**config.mk**
```make
export PLATFORM = sky130hd
export DESIGN_NAME = seq_alu_core
export DESIGN_NICKNAME = d
export VERILOG_FILES = /design/src/rtl/seq_alu_core.sv
export SDC_FILE = /design/constraint.sdc
export NUM_CORES = 1
export LEC_CHECK = 0
export CORE_ASPECT_RATIO = 1.25
export CORE_MARGIN = 2
export CORE_UTILIZATION = 45
export CTS_CLUSTER_DIAMETER = 30
export CTS_CLUSTER_SIZE = 12
export DETAILED_ROUTE_END_ITERATION = 10
export HOLD_SLACK_MARGIN = 0.1
export SYNTH_ARGS = -nofsm -noshare
export SYNTH_HDL_FRONTEND = slang
export SYNTH_SLANG_ARGS = --single-unit
```
**constraint.sdc**
```tcl
create_clock -name clk -period 4.2 [get_ports clk]
set_input_delay 0.84 -clock clk [delete_from_list [all_inputs] [get_ports clk]]
set_output_delay 0.84 -clock clk [all_outputs]
set_load 0.01 [all_outputs]
```
**src/rtl/seq_alu_core.sv**
```systemverilog
// Handshaked unsigned ALU with iterative MUL/DIV/MOD engines and a persistent previous-result register.
// Optional saturation of ADD/SUB/MUL overflow when SEQ_ALU_SAT_EN is defined.
module seq_alu_core #(
    parameter int WIDTH  = 16,
    parameter int UNROLL = 1
) (
    input  logic             clk,
    input  logic             reset_n,
    input  logic             in_valid,
    output logic             in_ready,
    input  logic [3:0]       opcode,
    input  logic [WIDTH-1:0] a,
    input  logic [WIDTH-1:0] b,
    output logic             out_valid,
    input  logic             out_ready,
    output logic [WIDTH-1:0] result,
    output logic [WIDTH-1:0] prev_result,
    output logic             err,
    output logic             busy
);

    localparam int SHW   = $clog2(WIDTH);
    localparam int ITERS = WIDTH / UNROLL;
    localparam int CW    = $clog2(ITERS + 1);
    localparam int W2    = 2 * WIDTH;
    localparam logic [WIDTH-1:0] ONES = {WIDTH{1'b1}};

    localparam logic [3:0] OP_NOP  = 4'd0;
    localparam logic [3:0] OP_AND  = 4'd1;
    localparam logic [3:0] OP_OR   = 4'd2;
    localparam logic [3:0] OP_XOR  = 4'd3;
    localparam logic [3:0] OP_ADD  = 4'd4;
    localparam logic [3:0] OP_MUL  = 4'd5;
    localparam logic [3:0] OP_SRL  = 4'd6;
    localparam logic [3:0] OP_NOT  = 4'd7;
    localparam logic [3:0] OP_MOD  = 4'd8;
    localparam logic [3:0] OP_NAND = 4'd9;
    localparam logic [3:0] OP_NOR  = 4'd10;
    localparam logic [3:0] OP_XNOR = 4'd11;
    localparam logic [3:0] OP_SUB  = 4'd12;
    localparam logic [3:0] OP_DIV  = 4'd13;
    localparam logic [3:0] OP_SLL  = 4'd14;
    localparam logic [3:0] OP_CLR  = 4'd15;

    typedef enum logic [1:0] {
        S_IDLE,
        S_ITER,
        S_DONE
    } state_t;

    state_t           state_q, state_d;
    logic [3:0]       op_q, op_d;
    logic [W2-1:0]    x_q, x_d;
    logic [WIDTH-1:0] y_q, y_d;
    logic [W2-1:0]    acc_q, acc_d;
    logic [CW-1:0]    cnt_q, cnt_d;
    logic [WIDTH-1:0] result_q, result_d;
    logic             err_q, err_d;
    logic [WIDTH-1:0] prev_q, prev_d;

    logic             fire_out;
    logic             accept;
    logic             is_iter_op;
    logic [WIDTH-1:0] prev_eff;
    logic [WIDTH-1:0] alu_res;
    logic             alu_err;
    logic [WIDTH:0]   sum;
    logic [WIDTH:0]   dif;
    logic [W2-1:0]    it_x;
    logic [WIDTH-1:0] it_y;
    logic [W2-1:0]    it_acc;
    logic [WIDTH:0]   it_rem;
    logic [WIDTH-1:0] it_res;
    logic             it_err;

    assign fire_out = (state_q == S_DONE) && out_ready;
    assign in_ready = (state_q == S_IDLE) || fire_out;
    assign accept   = in_valid && in_ready;
    // A NOP accepted back-to-back must see the result being consumed now.
    assign prev_eff = fire_out ? result_q : prev_q;
    assign is_iter_op = (opcode == OP_MUL) ||
                        (((opcode == OP_DIV) || (opcode == OP_MOD)) && (b != '0));

    always_comb begin
        sum     = {1'b0, a} + {1'b0, b};
        dif     = {1'b0, a} - {1'b0, b};
        alu_res = '0;
        alu_err = 1'b0;
        case (opcode)
            OP_NOP:  alu_res = prev_eff;
            OP_AND:  alu_res = a & b;
            OP_OR:   alu_res = a | b;
            OP_XOR:  alu_res = a ^ b;
            OP_NOT:  alu_res = ~a;
            OP_NAND: alu_res = ~(a & b);
            OP_NOR:  alu_res = ~(a | b);
            OP_XNOR: alu_res = ~(a ^ b);
            OP_ADD: begin
                alu_res = sum[WIDTH-1:0];
                alu_err = sum[WIDTH];
`ifdef SEQ_ALU_SAT_EN
                if (sum[WIDTH]) alu_res = ONES;
`endif
            end
            OP_SUB: begin
                alu_res = dif[WIDTH-1:0];
                alu_err = dif[WIDTH];
`ifdef SEQ_ALU_SAT_EN
                if (dif[WIDTH]) alu_res = '0;
`endif
            end
            OP_SRL:  alu_res = a >> b[SHW-1:0];
            OP_SLL:  alu_res = a << b[SHW-1:0];
            // Only reached for a zero divisor.
            OP_DIV: begin
                alu_res = ONES;
                alu_err = 1'b1;
            end
            OP_MOD: begin
                alu_res = a;
                alu_err = 1'b1;
            end
            default: alu_res = '0;
        endcase
    end

    always_comb begin
        it_x   = x_q;
        it_y   = y_q;
        it_acc = acc_q;
        it_rem = '0;
        for (int j = 0; j < UNROLL; j++) begin
            if (op_q == OP_MUL) begin
                if (it_y[0]) it_acc = it_acc + it_x;
                it_x = it_x << 1;
                it_y = it_y >> 1;
            end else begin
                // Restoring step: quotient bits shift in from the low half of x.
                it_rem = {it_acc[WIDTH-1:0], it_x[WIDTH-1]};
                it_x   = it_x << 1;
                if (it_rem >= {1'b0, it_y}) begin
                    it_rem  = it_rem - {1'b0, it_y};
                    it_x[0] = 1'b1;
                end
                it_acc = {{WIDTH{1'b0}}, it_rem[WIDTH-1:0]};
            end
        end
        it_err = 1'b0;
        case (op_q)
            OP_MUL: begin
                it_res = it_acc[WIDTH-1:0];
                it_err = |it_acc[W2-1:WIDTH];
`ifdef SEQ_ALU_SAT_EN
                if (it_err) it_res = ONES;
`endif
            end
            OP_DIV:  it_res = it_x[WIDTH-1:0];
            default: it_res = it_acc[WIDTH-1:0];
        endcase
    end

    always_comb begin
        state_d  = state_q;
        op_d     = op_q;
        x_d      = x_q;
        y_d      = y_q;
        acc_d    = acc_q;
        cnt_d    = cnt_q;
        result_d = result_q;
        err_d    = err_q;
        prev_d   = prev_q;

        case (state_q)
            S_ITER: begin
                x_d   = it_x;
                y_d   = it_y;
                acc_d = it_acc;
                cnt_d = cnt_q + 1'b1;
                if (cnt_q == CW'(ITERS - 1)) begin
                    state_d  = S_DONE;
                    result_d = it_res;
                    err_d    = it_err;
                end
            end
            S_DONE: begin
                if (out_ready) begin
                    prev_d  = result_q;
                    state_d = S_IDLE;
                end
            end
            default: ;
        endcase

        if (accept) begin
            op_d  = opcode;
            cnt_d = '0;
            acc_d = '0;
            x_d   = {{WIDTH{1'b0}}, a};
            y_d   = b;
            if (is_iter_op) begin
                state_d = S_ITER;
            end else begin
                state_d  = S_DONE;
                result_d = alu_res;
                err_d    = alu_err;
                if (opcode == OP_CLR) prev_d = '0;
            end
        end
    end

    always_ff @(posedge clk or negedge reset_n) begin
        if (!reset_n) begin
            state_q  <= S_IDLE;
            op_q     <= OP_NOP;
            x_q      <= '0;
            y_q      <= '0;
            acc_q    <= '0;
            cnt_q    <= '0;
            result_q <= '0;
            err_q    <= 1'b0;
            prev_q   <= '0;
        end else begin
            state_q  <= state_d;
            op_q     <= op_d;
            x_q      <= x_d;
            y_q      <= y_d;
            acc_q    <= acc_d;
            cnt_q    <= cnt_d;
            result_q <= result_d;
            err_q    <= err_d;
            prev_q   <= prev_d;
        end
    end

    assign out_valid   = (state_q == S_DONE);
    assign busy        = (state_q == S_ITER);
    assign result      = result_q;
    assign err         = err_q;
    assign prev_result = prev_q;

endmodule

```
**Word-level counts from Yosys, hierarchy flattened**

Index checks and enable logic that the tools add are counted.

- Register bits: 124
- Input port bits: 40
- Output and inout bits: 36
- Word-level logic and storage cells: 100

- Add/sub/neg operators: 5
- $lt $le $gt $ge: 1
- Eq/ne operators: 23
- Shifts and indexed selects: 2
- Mux-type cells: 37
- Bitwise operators: 7
- Reduce and logical (&&, ||, !) cells: 16

Operator list:

| cell | count |
|---|---|
| $mux W16 | 15 |
| $pmux W16 S14 | 1 |
| $mux W32 | 6 |
| $not A16 Y16 | 4 |
| $eq A4 B4 Y1 const B | 9 |
| $add A32 B32 Y32 | 1 |
| $eq A4 B3 Y1 const B | 5 |
| $add A16 B16 Y17 | 1 |
| $ge A17 B16 Y1 | 1 |
| $sub A16 B16 Y17 | 1 |
| $and A16 B16 Y16 | 1 |
| $or A16 B16 Y16 | 1 |
| $reduce_bool A16 Y1 | 1 |
| $reduce_or A16 Y1 | 1 |
| $shl A16 B4 Y16 | 1 |
| $shr A16 B4 Y16 | 1 |
| $sub A16 B16 Y16 | 1 |
| $xor A16 B16 Y16 | 1 |
| $mux W5 | 2 |
| $eq A4 B2 Y1 const B | 2 |
| $mux W2 | 4 |
| $mux W1 | 7 |
| $ne A3 B1 Y1 const B | 2 |
| $add A5 B1 Y5 const B | 1 |
| other kinds (16) | 21 |

**Depth between registers and ports, before layout**

- Depth in word-level cells: 9
- Gate-level depth with buffers: 16
- Depth with buffers taken out: 14

**Least setup slack after synthesis**

No wires, ideal clock.

- Path kind: input port to flip-flop
- From: in b[1]
- To: reg result_q[15], in the netlist result[15]
- Setup time: 0.124 ns
- Arrival: 3.852 ns
- Data required time: 4.076 ns
- Slack: 0.224 ns
- Stages: 16
- Buffers on the path: 4
- Cell sequence: buf_6 clkbuf_1 buf_2 buf_2 inv_1 ha_1 o21bai_1 a21oi_1 o21bai_1 a21o_1 a21oi_1 o21ai_1 a2111o_1 and3_1 o22ai_1 nor3_1

- Longest elaborated chain between the ends: 5
- Elaborated cells on any way between the ends: 11
- Those cells by class: add/sub: 2; eq/ne: 1; shift: 2; mux: 3; reduce/logical: 3

RTL lines:

| what | RTL line | source |
|---|---|---|
| from (decl) | 13 | `input logic [WIDTH-1:0] b,` |
| branches (longest 5 deep; another with $sub A16 B16 Y17) | n/a |  |
| to (signal assigned) | 229 | `result_q <= result_d;` |
| to (decl) | 57 | `logic [WIDTH-1:0] result_q, result_d;` |

Parallel ways; which one is timed is not known.
A chain may end at the register's enable or synchronous reset.

**Worst setup path in the final report**

- From: in b[12]
- To: reg result_q[13], in the netlist result[13]

Same word-level chain as after synthesis.

==> flow_summary.ini <==
[global_route]
grt_pass1_vias = 13633
antenna_found_initial = 4
grt_remaining_overflow = 0
grt_use_total_pct = 37.2
grt_pass1_wl_um = 85000
grt_max_degree = 70

[power]
p_int_mw = 3.78
max-vdd-ir-drop_v = 0.000377
combinationalPowerShare_pct = 47.7
power_switching_mw = 2.96
p_sw_share_pct = 43.9
p_per_area_mw_per_mm2 = 437
clockPowerShare_pct = 23.2
power_leakage_nw = 6.80
p_seq_share_pct = 29.1
finalPower_mw = 6.74

[critical_path]
worstSetupPathType = primary input to register
cp_max_fo = 6
crit_arrival_ps = 4240
cp.required_ps = 4510
end_kind = register
startpoint_type = primary input

[logic_synthesis]
syn-mean-instance-area_um2 = 7.69
syn_nets = 1844
yosysWarnings = 0
synth_top_area_share_pct = 23.8
synth_common_cells = nor2_1 (187), nand2_1 (166), a21oi_1 (149)
synth.most_common_cell = nor2_1
ys.flop_type = dfrtp_1
ys_types = 86
seq_area_frac_synth_pct = 23.8
ys_async_sr_fraction_pct = 100
synth_edf_count = 0
synth_top_area_cell = dfrtp_1
synthCells = 1698
synth.cell_area_mm2 = 0.0131
synth_area_leaders = dfrtp_1 (24%), ha_1 (9.8%), mux2i_1 (5.9%)
synth-seq-cells = 124

[cells_and_area]
num-fill-cells = 2815
nNetsFinal = 1957
fin_util_pct = 54.2
drive_gt1_share_pct = 11.7
area_delta_synth_final_pct = 18.1

[detailed_routing]
first_iter_violations = 1474
post_drt_wl_per_cell_um = 25.8
ant_nets = 0
wl_um = 56400
drc_errors = 0
avgViaCountPerCell = 6.42
routed-via-count = 14012
drt_first_pass_iters = 6

[clocking]
clock_sinks = 124
holdBufCountCts = 0
cts-buffers-inserted = 17
cts_resized = 0
cts-root-buf = clkbuf_16
clkLatencyLatePin_ps = 430
cts_tree = done
h-tree-depth = 4
path_clk_slew_ps = 60
cts_setup_buffers = 0
cts.path.max_buffers = 2

[timing]
slew_headroom_pct = 22.9
setup_viol = 0
hold_violations = 0
worstMarginPinSlew_ps = 1150
whs_ps = 400
rsz0062_at_grt = false
skew_ps = 14.5
slew_viol_final = 0
setup_ws_ps = 269
fin_crit_sh_pct = 93.6
period_needed_ps = 3930
fmax_mhz = 254

[die]
die_x_um = 156
fp.dieArea_mm2 = 0.0304
rows = 69
die_h_um = 194
fp.coreArea_mm2 = 0.0285
ioPinCount = 76
initial_core_util_pct = 45.8

[placement]
port_buffers = 75
place.gp.congestion = 1.05
dp_hpwl_um = 44300
pre_cts_slack_ps = -37.5

[min_path]
hp-class = primary input to async pin

[job]
cap_viol_max_count = 0

[run_status]
outcome = completed
==> layout make-up <==
class                           instances  area, um2  share of cell area (%)
Tap cell                              355        444                    2.88
Timing Repair Buffer                  202       1720                    11.1
Antenna cell                            2       5.00                  0.0324
Clock inverter                         14        183                    1.18
Multi-Input combinational cell       1372       9200                    59.6
Inverter                               94        353                    2.29
Sequential cell                       124       3100                    20.1
Clock buffer                           18        429                    2.78
==> logic make-up (layout without fill, tap and decap cells) <==
logic type	after synthesis	count (layout)	share of synthesized area, %
adder cells (fa/ha/maj)	106	106	10.4
other	0	2	0
AND/OR/NAND/NOR	530	530	18.2
XOR/XNOR	47	47	3.15
multiplexers	102	102	8.69
flip-flops	124	124	23.8
buffers and inverters	202	328	6.00
AO/OA/AOI/OAI	587	587	29.8
==> power by group through the flow <==
stage / combinational, mW / clock (mW) / sequential [mW]
after CTS: 3.17 / 1.57 / 1.94
after detailed placement: 3.16 / 0 / 1.96
after global placement: 3.13 / 0 / 1.96
after global routing: 3.50 / 1.63 / 1.98
final: 3.22 / 1.56 / 1.96
after floorplan: 1.83 / 0 / 1.83
==> layout by cell type (no fill, tap or decap), types with 7 or more instances in the layout <==
cell type and count:
and2_1 11, mux2_2 11, a211oi_1 56, o21ai_0 109, mux2i_1 77, mux4_2 7, o21ai_1 18, a221oi_1 8
ha_1 101, o221ai_1 13, xor2_1 14, nand3_1 31, clkbuf_16 17, a22oi_1 22, buf_4 125, dfrtp_1 124
clkdlybuf4s50_1 71, nor3_1 39, nand4_1 11, nor4_1 12, nand2b_1 16, nor2b_1 18, o211ai_1 16, o21a_1 10
a21oi_1 148, nand3b_1 9, inv_1 91, a211o_1 7, a21o_1 25, xnor2_1 33, o31ai_1 10, a31oi_1 25
o21bai_1 12, nand2_1 166, nor2_1 187, o22ai_1 26
==> state kept, by name, summed over array words and instances (netlist names) <==
register	flops
acc_q	32
cnt_q	5
err	1
op_q	4
prev_result	16
result	16
state_q	2
x_q	32
y_q	16
==> per-stage QoR <==
stage / cell area, um2 / cells / setup TNS, ps
after global placement: 14800 / 2147 / -14.2
final: 15400 / 2181 / 0
after CTS: 15400 / 2179 / 0
after detailed placement: 14800 / 2147 / -96.5
after floorplan: 13100 / 1698 / 0
after global routing: 15400 / 2180 / 0
==> worst paths after layout <==
path	from	end	slack, ps	depth (start not counted)
min in group clk	op_q[0]$_DFFE_PN0P_	op_q[0]$_DFFE_PN0P_	480	2
min reg2reg	op_q[0]$_DFFE_PN0P_	op_q[0]$_DFFE_PN0P_	480	2
max	b[12]	result[13]$_DFFE_PN0P_	270	10
max in group asynchronous	reset_n	prev_result[15]$_DFF_PN0_	2880	2
min	reset_n	x_q[26]$_DFFE_PN0P_	400	1
max reg2reg	acc_q[0]$_DFFE_PN0P_	result[11]$_DFFE_PN0P_	440	12
==> critical path, stage by stage <==
cell             delay (ps)
clkdlybuf4s50_1         480
nor4_1                  760
and4_1                  370
o21ai_2                 100
a21oi_4                 180
o21ai_2                 130
buf_4                   190
a2111oi_0               700
o221ai_1                280
o221a_2                 190
==> layer usage <==
layer | vias up | routed length [um] | track usage, %
met5 | - | 27 | 0
met4 | 4 | 4310 | 24.4
met3 | 199 | 3060 | 5.53
met2 | 611 | 26700 | 61.2
met1 | 6733 | 22300 | 45.0
li1 | 6465 | - | -
(Power assumes the default switching activity.)
